===== src/rtl/result_collector.sv =====
// result_collector: per-channel result buffer for the systolic core.
// Collects DEPTH results from each of NUM_CH array rows. Each row delivers its
// results on an explicit valid strobe. When every row has delivered DEPTH
// results the tile is complete, and it is drained over a valid/ready stream in
// row-major order.
//
// Optional feature macro: RESULT_COLLECTOR_TRANSPOSE_EN. When it is defined,
// the block adds a `transpose` input. That input selects a column-major drain.
//
// Ports:
//   clk, reset   clock; synchronous active-high reset
//   clear        synchronous abort of the current tile (back to COLLECT)
//   transpose    (macro only) drain column-major; sampled when the tile completes
//   in_valid     per-channel result strobe
//   in_data      per-channel result
//   res_buffer   tile storage, entry c*DEPTH+i
//   full         tile complete, draining
//   overflow     sticky: a strobe was dropped
//   out_valid / out_ready / out_data / out_last   drain stream

module result_collector_lane #(
  parameter int DEPTH = 4,
  parameter int WP_W  = 3
) (
  input  logic            clk,
  input  logic            reset,
  input  logic            flush,    // pointer back to 0 (clear or end of drain)
  input  logic            collect,  // block is in COLLECT
  input  logic            abort,    // clear: suppress write and drop reporting
  input  logic            strobe,
  output logic            we,
  output logic            drop,
  output logic            done,     // pointer reaches DEPTH at this edge
  output logic [WP_W-1:0] wr_ptr
);
  logic [WP_W-1:0] wr_ptr_q, wr_ptr_d;

  always_comb begin
    we       = collect && !abort && strobe && (wr_ptr_q < WP_W'(DEPTH));
    drop     = strobe && !abort && !we;
    wr_ptr_d = wr_ptr_q + WP_W'(we);
    done     = (wr_ptr_d == WP_W'(DEPTH));
    if (flush) wr_ptr_d = '0;
  end

  always_ff @(posedge clk) begin
    if (reset) wr_ptr_q <= '0;
    else       wr_ptr_q <= wr_ptr_d;
  end

  assign wr_ptr = wr_ptr_q;
endmodule

module result_collector #(
  parameter int ACCUMULATE = 32,
  parameter int NUM_CH     = 4,
  parameter int DEPTH      = 4
) (
  input  logic                  clk,
  input  logic                  reset,
  input  logic                  clear,
`ifdef RESULT_COLLECTOR_TRANSPOSE_EN
  input  logic                  transpose,
`endif
  input  logic [NUM_CH-1:0]     in_valid,
  input  logic [ACCUMULATE-1:0] in_data    [NUM_CH-1:0],
  output logic [ACCUMULATE-1:0] res_buffer [NUM_CH*DEPTH-1:0],
  output logic                  full,
  output logic                  overflow,
  output logic                  out_valid,
  input  logic                  out_ready,
  output logic [ACCUMULATE-1:0] out_data,
  output logic                  out_last
);
  localparam int N    = NUM_CH * DEPTH;
  localparam int WP_W = $clog2(DEPTH + 1);
  localparam int RD_W = (N > 1) ? $clog2(N) : 1;

  typedef enum logic {COLLECT, DRAIN} state_t;

  state_t                state_q, state_d;
  logic [RD_W-1:0]       rd_idx_q, rd_idx_d;
  logic                  overflow_q, overflow_d;
  logic [ACCUMULATE-1:0] res_buffer_q [N-1:0];
  logic [ACCUMULATE-1:0] res_buffer_d [N-1:0];
`ifdef RESULT_COLLECTOR_TRANSPOSE_EN
  logic                  transpose_q, transpose_d;
`endif

  logic [NUM_CH-1:0]     we, drop, done;
  logic [WP_W-1:0]       wr_ptr [NUM_CH-1:0];
  logic                  collect, xfer, last_xfer, flush;
  logic [RD_W-1:0]       sel;

  assign collect   = (state_q == COLLECT);
  assign xfer      = (state_q == DRAIN) && out_ready;
  assign last_xfer = xfer && (rd_idx_q == RD_W'(N - 1));
  assign flush     = clear || last_xfer;

  for (genvar c = 0; c < NUM_CH; c++) begin : g_lane
    result_collector_lane #(.DEPTH(DEPTH), .WP_W(WP_W)) u_lane (
      .clk    (clk),
      .reset  (reset),
      .flush  (flush),
      .collect(collect),
      .abort  (clear),
      .strobe (in_valid[c]),
      .we     (we[c]),
      .drop   (drop[c]),
      .done   (done[c]),
      .wr_ptr (wr_ptr[c])
    );
  end

  always_comb begin
    state_d      = state_q;
    rd_idx_d     = rd_idx_q;
    // The lanes already suppress drops under clear, so overflow holds then.
    overflow_d   = overflow_q | (|drop);
    res_buffer_d = res_buffer_q;
`ifdef RESULT_COLLECTOR_TRANSPOSE_EN
    transpose_d  = transpose_q;
`endif

    for (int c = 0; c < NUM_CH; c++) begin
      if (we[c]) res_buffer_d[RD_W'(c * DEPTH) + RD_W'(wr_ptr[c])] = in_data[c];
    end

    if (clear) begin
      state_d  = COLLECT;
      rd_idx_d = '0;
    end else if (state_q == COLLECT) begin
      // done[] already folds in this cycle's writes, so the last write and the
      // transition share one edge.
      if (&done) begin
        state_d = DRAIN;
`ifdef RESULT_COLLECTOR_TRANSPOSE_EN
        transpose_d = transpose;
`endif
      end
    end else if (xfer) begin
      if (last_xfer) begin
        state_d  = COLLECT;
        rd_idx_d = '0;
      end else begin
        rd_idx_d = rd_idx_q + 1'b1;
      end
    end
  end

  always_ff @(posedge clk) begin
    if (reset) begin
      state_q      <= COLLECT;
      rd_idx_q     <= '0;
      overflow_q   <= 1'b0;
      res_buffer_q <= '{default: '0};
`ifdef RESULT_COLLECTOR_TRANSPOSE_EN
      transpose_q  <= 1'b0;
`endif
    end else begin
      state_q      <= state_d;
      rd_idx_q     <= rd_idx_d;
      overflow_q   <= overflow_d;
      res_buffer_q <= res_buffer_d;
`ifdef RESULT_COLLECTOR_TRANSPOSE_EN
      transpose_q  <= transpose_d;
`endif
    end
  end

  // Beat k -> entry k (row-major), or (k mod NUM_CH)*DEPTH + k/NUM_CH.
  always_comb begin
    sel = rd_idx_q;
`ifdef RESULT_COLLECTOR_TRANSPOSE_EN
    if (transpose_q)
      sel = RD_W'((int'(rd_idx_q) % NUM_CH) * DEPTH + int'(rd_idx_q) / NUM_CH);
`endif
  end

  assign res_buffer = res_buffer_q;
  assign full       = (state_q == DRAIN);
  assign out_valid  = (state_q == DRAIN);
  assign out_last   = (state_q == DRAIN) && (rd_idx_q == RD_W'(N - 1));
  assign out_data   = res_buffer_q[sel];
  assign overflow   = overflow_q;
endmodule

===== config.mk =====
export PLATFORM = sky130hd
export DESIGN_NAME = result_collector
export DESIGN_NICKNAME = d
export VERILOG_FILES = /design/src/rtl/result_collector.sv
export SDC_FILE = /design/constraint.sdc
export NUM_CORES = 1
export LEC_CHECK = 0
export ABC_AREA = 0
export CAP_MARGIN = 15
export CORE_AREA = 10 10 256 258
export CTS_BUF_LIST = sky130_fd_sc_hd__clkbuf_4
export CTS_CLUSTER_DIAMETER = 30
export DETAILED_ROUTE_END_ITERATION = 8
export DIE_AREA = 0 0 266 268
export PLACE_DENSITY_LB_ADDON = 0.2
export SYNTH_ARGS = -nofsm -noshare
export SYNTH_HDL_FRONTEND = slang
export SYNTH_SLANG_ARGS = --single-unit

===== constraint.sdc =====
create_clock -name clk -period 3 [get_ports clk]
set_clock_uncertainty 0.15 [all_clocks]
set_input_delay 0.9 -clock clk [delete_from_list [all_inputs] [get_ports clk]]
set_output_delay 0.9 -clock clk [all_outputs]
set_load 0.05 [all_outputs]

## After elaboration in Yosys (flattened, before gate mapping)

Cells that the tools add are included.

- Bits in registers: 530

- Bitwise gates (word level): 2
- Eq/ne operators: 5
- Reduce and logical (&&, ||, !) cells: 35
- Muxes and demuxes: 23
- Order comparisons: 13
- Add/sub/neg operators: 8

Operator list:

| kind | count |
|---|---|
| 512-bit bitwise mux | 4 |
| 512-bit 2-to-1 mux | 4 |
| 32-bit demux with 4-bit select | 3 |
| 32-bit 2-to-1 mux | 5 |
| 32-bit binary-select mux with 4-bit select | 1 |
| 32-bit demux with 3-bit select | 1 |
| 1-bit logical AND | 24 |
| 4-bit by 5-bit < comparator with 1-bit output, second input constant | 4 |
| 3-bit by 1-bit adder with 3-bit output | 4 |
| 3-bit == test, second input constant | 4 |
| 4-bit by 1-bit greater-or-equal comparator with 1-bit output, second input constant | 3 |
| 3-bit < comparator, second input constant | 4 |
| 4-bit by 3-bit adder with 4-bit output, first input constant | 2 |
| 1-bit logical NOT | 5 |
| 3-bit by 5-bit < comparator with 1-bit output, second input constant | 1 |
| 3-bit by 3-bit adder with 4-bit output, first input constant | 1 |
| 4-bit by 1-bit adder with 4-bit output, second input constant | 1 |
| 4-bit == test, second input constant | 1 |
| 1-bit 2-to-1 mux | 4 |
| 4-bit 2-to-1 mux | 1 |
| 4-bit AND reduction | 1 |
| 2-bit OR reduction | 2 |
| 4-bit OR reduction | 1 |
| 3-bit by 1-bit greater-or-equal comparator with 1-bit output, second input constant | 1 |
| other kinds (4) | 4 |

## Longest topological paths before layout

- Word-level depth: 12
- Depth in mapped cells: 8
- Depth with buffers taken out: 7

## By module

From an unflattened synthesis, not the netlist that was laid out.

- Cell total of the unflattened synthesis: 2946
- Area total of the unflattened synthesis: 27724.1 um^2

Modules (own cells, without submodules):

| module | seq. area each (um^2) | times used | cells an instance | area an instance (um^2) |
|---|---|---|---|---|
| result_collector | 10369.9 | 1 | 2894 | 27158.5 |
| result_collector_lane | 60.1 | 4 | 13 | 141.4 |

## Worst setup path before layout

Ideal clock, no wire load.

- Kind: flip-flop to output port
- Start: register rd_idx_q[0]
- End: output out_data[10]
- Buffers on the path: 3
- Data arrival time: 1.930 ns
- Setup slack: 0.020 ns
- Stages on the path, launching flop included: 7
- Cell sequence: dfxtp_1 > clkbuf_1 > buf_2 > buf_2 > mux4_2 > a22oi_1 > nand2_1

- Word-level cells in the longest chain between the ends: 2

RTL lines:

| item | line | source |
|---|---|---|
| from (decl) | 82 | `logic [RD_W-1:0] rd_idx_q, rd_idx_d;` |
| from (signal assigned) | 162 | `rd_idx_q <= rd_idx_d;` |
| 32-bit binary-select mux with 4-bit select | 184 | `assign out_data = res_buffer_q[sel];` |
| 32-bit 2-to-1 mux (implied by the code) | 184 |  |
| to (decl) | 72 | `output logic [ACCUMULATE-1:0] out_data,` |

Every way passes these cells. The select of a mux whose other input is x is not followed.

## Worst setup path after layout

- Start: register rd_idx_q[0]
- End: output out_data[17]

Same word-level chain as after synthesis.

==> results <==
[state kept, by name (all words and copies together), names as in the netlist]
signal and cells:
res_buffer 512, rd_idx_q 4, overflow 1, full 1
g_lane.u_lane.wr_ptr 12
[worst max path at each step]
stage | start | to | slack [ns] | depth (start not counted)
after floorplan | rd_idx_q[0]$_SDFFE_PP0P_ | out_data[10] | 0.02 | 6
after global placement | rd_idx_q[0]$_SDFFE_PP0P_ | out_data[0] | -0.08 | 7
after detailed placement | rd_idx_q[0]$_SDFFE_PP0P_ | out_data[26] | -0.08 | 7
after CTS | rd_idx_q[0]$_SDFFE_PP0P_ | out_data[27] | -1.09 | 9
after global routing | rd_idx_q[0]$_SDFFE_PP0P_ | out_data[4] | -1.11 | 8
final | rd_idx_q[0]$_SDFFE_PP0P_ | out_data[17] | -0.96 | 8
[where the power goes]
group / switching, mW / internal, mW / leakage (nW)
Clock: 3.25 / 3.84 / 1.17
Combinational: 1.09 / 0.576 / 6.18
Sequential: 0.109 / 7.14 / 4.29
Total: 4.45 / 11.6 / 11.6
[routing by layer]
| layer | up-vias | routed length [µm] | track usage | part of all wire |
|---|---|---|---|---|
| met2 | 1576 | 54600 | 0.5024 | 0.48 |
| met4 | 4 | 5499 | 0.1574 | 0.048 |
| li1 | 10470 | - | - | - |
| met1 | 11520 | 41460 | 0.3586 | 0.36 |
| met5 | - | 26 | 0 | 0.00023 |
| met3 | 258 | 12560 | 0.09936 | 0.11 |
[kinds of logic (layout without fill, tap and decap cells)]
kind of cell / Yosys count / count (layout) / share of synthesized area
AND/OR/NAND/NOR: 1124 / 1124 / 0.1988
multiplexers: 129 / 129 / 0.1284
XOR/XNOR: 6 / 6 / 0.002333
AO/OA/AOI/OAI: 586 / 586 / 0.1481
adder cells (fa/ha/maj): 9 / 9 / 0.005000
other: 0 / 19 / 0
flip-flops: 530 / 530 / 0.4711
buffers and inverters: 217 / 1090 / 0.04622
[worst max-delay path, cell delays in order (launching register included)]
cell                      delay (ns)
sky130_fd_sc_hd__dfxtp_4        0.39
sky130_fd_sc_hd__buf_12         0.12
sky130_fd_sc_hd__buf_12         0.15
sky130_fd_sc_hd__buf_12         0.12
sky130_fd_sc_hd__mux4_2         0.61
sky130_fd_sc_hd__a22oi_2        0.18
sky130_fd_sc_hd__buf_4          0.16
sky130_fd_sc_hd__nand2_2        0.06
sky130_fd_sc_hd__buf_6          0.16
[cell usage in the layout (no fill, tap or decap), types with 4 or more instances in the layout]
cell type                         synthesis  routed
sky130_fd_sc_hd__and2_1                   9       8
sky130_fd_sc_hd__dfxtp_1                530     527
sky130_fd_sc_hd__nor4b_4                  4       4
sky130_fd_sc_hd__inv_2                    0       5
sky130_fd_sc_hd__clkinv_2                 0       8
sky130_fd_sc_hd__a21oi_1                453     453
sky130_fd_sc_hd__nand2_1               1058    1040
sky130_fd_sc_hd__nor3b_4                  2       4
sky130_fd_sc_hd__clkdlybuf4s50_1          0     134
sky130_fd_sc_hd__ha_1                     9       8
sky130_fd_sc_hd__a22oi_2                  0      52
sky130_fd_sc_hd__nand3b_1                 6       6
sky130_fd_sc_hd__clkinv_1                 0      27
sky130_fd_sc_hd__nand2_2                  0      11
sky130_fd_sc_hd__buf_4                   16      65
sky130_fd_sc_hd__clkbuf_2                 0       5
sky130_fd_sc_hd__buf_12                   0      60
sky130_fd_sc_hd__clkdlybuf4s15_1          0       8
sky130_fd_sc_hd__clkdlybuf4s15_2          0     478
sky130_fd_sc_hd__diode_2                  0      19
sky130_fd_sc_hd__buf_2                   49      17
sky130_fd_sc_hd__o31ai_1                  4       4
sky130_fd_sc_hd__nand2_4                  0       7
sky130_fd_sc_hd__and3b_1                  4       4
sky130_fd_sc_hd__and3_1                   6       6
sky130_fd_sc_hd__buf_8                    0      15
sky130_fd_sc_hd__clkbuf_4                 0     210
sky130_fd_sc_hd__bufinv_16                0       7
sky130_fd_sc_hd__a22oi_1                 64      12
sky130_fd_sc_hd__xnor2_1                  4       4
sky130_fd_sc_hd__nor2_1                  10       9
sky130_fd_sc_hd__mux4_2                 128     128
sky130_fd_sc_hd__nand3_1                 10      10
sky130_fd_sc_hd__a21oi_2                 60      60
sky130_fd_sc_hd__buf_6                   14      38
[layout make-up]
type | instances | area share
Multi-Input combinational cell | 1854 | 0.3287
Clock inverter | 51 | 0.01176
Clock buffer | 210 | 0.04601
Sequential cell | 530 | 0.3099
Tap cell | 782 | 0.02855
Antenna cell | 19 | 0.001388
Timing Repair Buffer | 826 | 0.2733
Inverter | 3 | 0.0003286
[repair_timing]
| action | CTS | global route |
|---|---|---|
| endpoints found under the setup margin | 544 | 40 |
| pin swaps | 33 | 26 |
| cloned | 2 | 1 |
| gates resized for setup | 1667 | 49 |
| buffers inserted | 27 | 9 |
| endpoints found under the hold margin | 0 | 0 |
==> results <==
- Max-cap violations in this run came to 0.
- The static power due to leakage is about 12 nW.
- Across the VDD grid, the largest voltage drop is around 280 µV.
- Across every metal layer, demand over resource in global routing totals 0.3076.
- The number of global-route vias before repair is 23.27k.
- The post-cts hold buffer count is 0.
- The cell type with the largest total area after synthesis is sky130_fd_sc_hd__dfxtp_1.
- Timing would allow up to between 200 and 300 MHz.
- For the worst setup path, the data required time is 1.95 ns.
- The cell with the most instances after synthesis is sky130_fd_sc_hd__nand2_1.
- The power consumption is approximately 16 mW.
- The critical path capture point type is an output port.
- The top-area cell type share of the netlist area is 0.4711.
- The sequential cells in the finished layout cover a total of 10,620 µm².
- The number of synthesis warnings is 0.
- The arrival time of the worst setup path is 2.91 ns.
- The share of flip-flops with an asynchronous set or reset after synthesis is 0.
- The last weighted congestion value of the routability-driven placer is 0.9524.
- For this design, the sink count on the clock tree is 530.
- The total vias in the final route is 23.82k.
- By area the synthesized netlist is led by sky130_fd_sc_hd__dfxtp_1 47%, sky130_fd_sc_hd__nand2_1 18%, sky130_fd_sc_hd__mux4_2 13%.
- Leaving out filler cells and counting taps, the final layout contains approximately 4.3k.
- For this run, the leading register cell type out of synthesis is sky130_fd_sc_hd__dfxtp_1.
- The final reports fail on negative setup slack.
- The total count of hold-check failures in the final report is 0.
- Of all nets on the critical path, the largest fanout is 6.
- Along the worst hold path, the cell count comes to 2.
- The count of pins over their slew limit came to 0.
- Entering global routing, the biggest net connects 100 pins.
- Relative to the synthesized area, the layout overhead comes to 52.14%.
- Of the synthesized area, sequential elements account for 0.4711.
- The commonest cells after synthesis are 1,058 x sky130_fd_sc_hd__nand2_1, 530 x sky130_fd_sc_hd__dfxtp_1, 453 x sky130_fd_sc_hd__a21oi_1.
- Of the available clock period, the critical path in the final layout requires 1.319.
- Yosys mapped a number of flops with a built-in enable equal to 0.
- The initial antenna violation count came to 17.
- The worst hold-check path type is primary input to register.
- The clock passes through at most 3 buffers.
- The number of buffers added by the clock tree synthesis step is roughly 150.
- The setup TNS is -28.76 ns.
- After layout, the worst setup slack is -0.9571 ns.
- The worst setup path is launched from a register.
- The smallest clock period supported by the final layout is computed as between 3 and 4 ns.
- The maximum level of the CTS H-tree is 4.
- After synthesis, the mean cell area works out to 8.659 µm².
- After synthesis, the netlist uses 37 different library cells.
- The worst reg2reg path depth is 7.
- The critical path class is register to output port.
- The area occupied by multi-input gates is about 11,000 µm².
- The run finished, with violations left.
- TritonCTS built the clock tree.
- The worst register-to-register path begins at full$_SDFF_PP0_.
- approximately 700 I/O pins were placed.
- The number of iterations in the first detailed-routing pass is 6.
- The initial utilization of the core area, before any placement, comes to 0.3746.
- The count of buffers added on input and output ports is 683.
- Dividing the detail-routed wire length by the instance count gives between 20 and 30 µm.
- The synthesized instance count is approximately 2.6k.
- Setup violations remaining at the end of the flow were counted as 33.
- The total routed wirelength is around 110 mm.
- The end-of-flow core utilization is 0.5699.
- The startpoint of the most critical hold path is reset.
- The clock-pin transition on the worst setup and hold timing paths is about 0.06 ns.
- The horizontal extent of the die is about 270 µm.
- The floorplan has 90 rows.
- The first routing iteration left 2,597 violations.
- The first global-routing pass estimated approximately 160 mm of wire.
- The CTS root buffer is sky130_fd_sc_hd__clkbuf_4.
- The endpoint identified for the worst register-to-register timing path is full$_SDFF_PP0_.
- The placed cell area is just over 30,000 µm².
- OpenSTA, run right after detailed placement, puts the worst setup slack at -0.08309 ns.
- The floorplan core area is 60,130 µm².
- The vias per cell is between 5 and 6.
- The detail route stage leaves a number of antenna-violating nets equal to 0.
- The worst-case register-to-register setup slack is slightly above 0.9 ns.
- For this run, design rule violations remaining after detail routing come to 0.
- In this run, placement finished with an instance count of slightly below 4k.
- The share of cells above drive strength 1 is 0.3440.
- Setup repair after global routing could not meet its margin everywhere.
- The remaining global-route overflow is 0.
- Fill cells in the final layout number approximately 5.2k.
- After synthesis the netlist holds a flip-flop and latch count of 530.
- The worst-case hold slack is slightly below 0.2 ns.
- The worst pin sits at a relative slew slack of 0.6302.
- The detailed placement HPWL is just over 80 mm.
- The capture endpoint of the worst hold path is res_buffer[262]$_SDFF_PP0_.
- The final standard cell area without fillers is around 34,000 µm².
- Counting every net in the synthesized netlist gives ~2.7k.
- The insertion delay to the later sink of the worst-skew pair is 0.94 ns.
- The transition time at the pin with the least slew margin is 0.5548 ns.
- The final-stage net count is around 3.5k.
- Power spread over the standard cell area amounts to between 400 and 500 nW/µm².
- Summing every instance area after synthesis gives ~23,000 µm².
- The floorplan step defined a die boundary enclosing roughly 71,000 µm².
- The die is 268 µm tall.
Power figures use the tool's default switching activity.
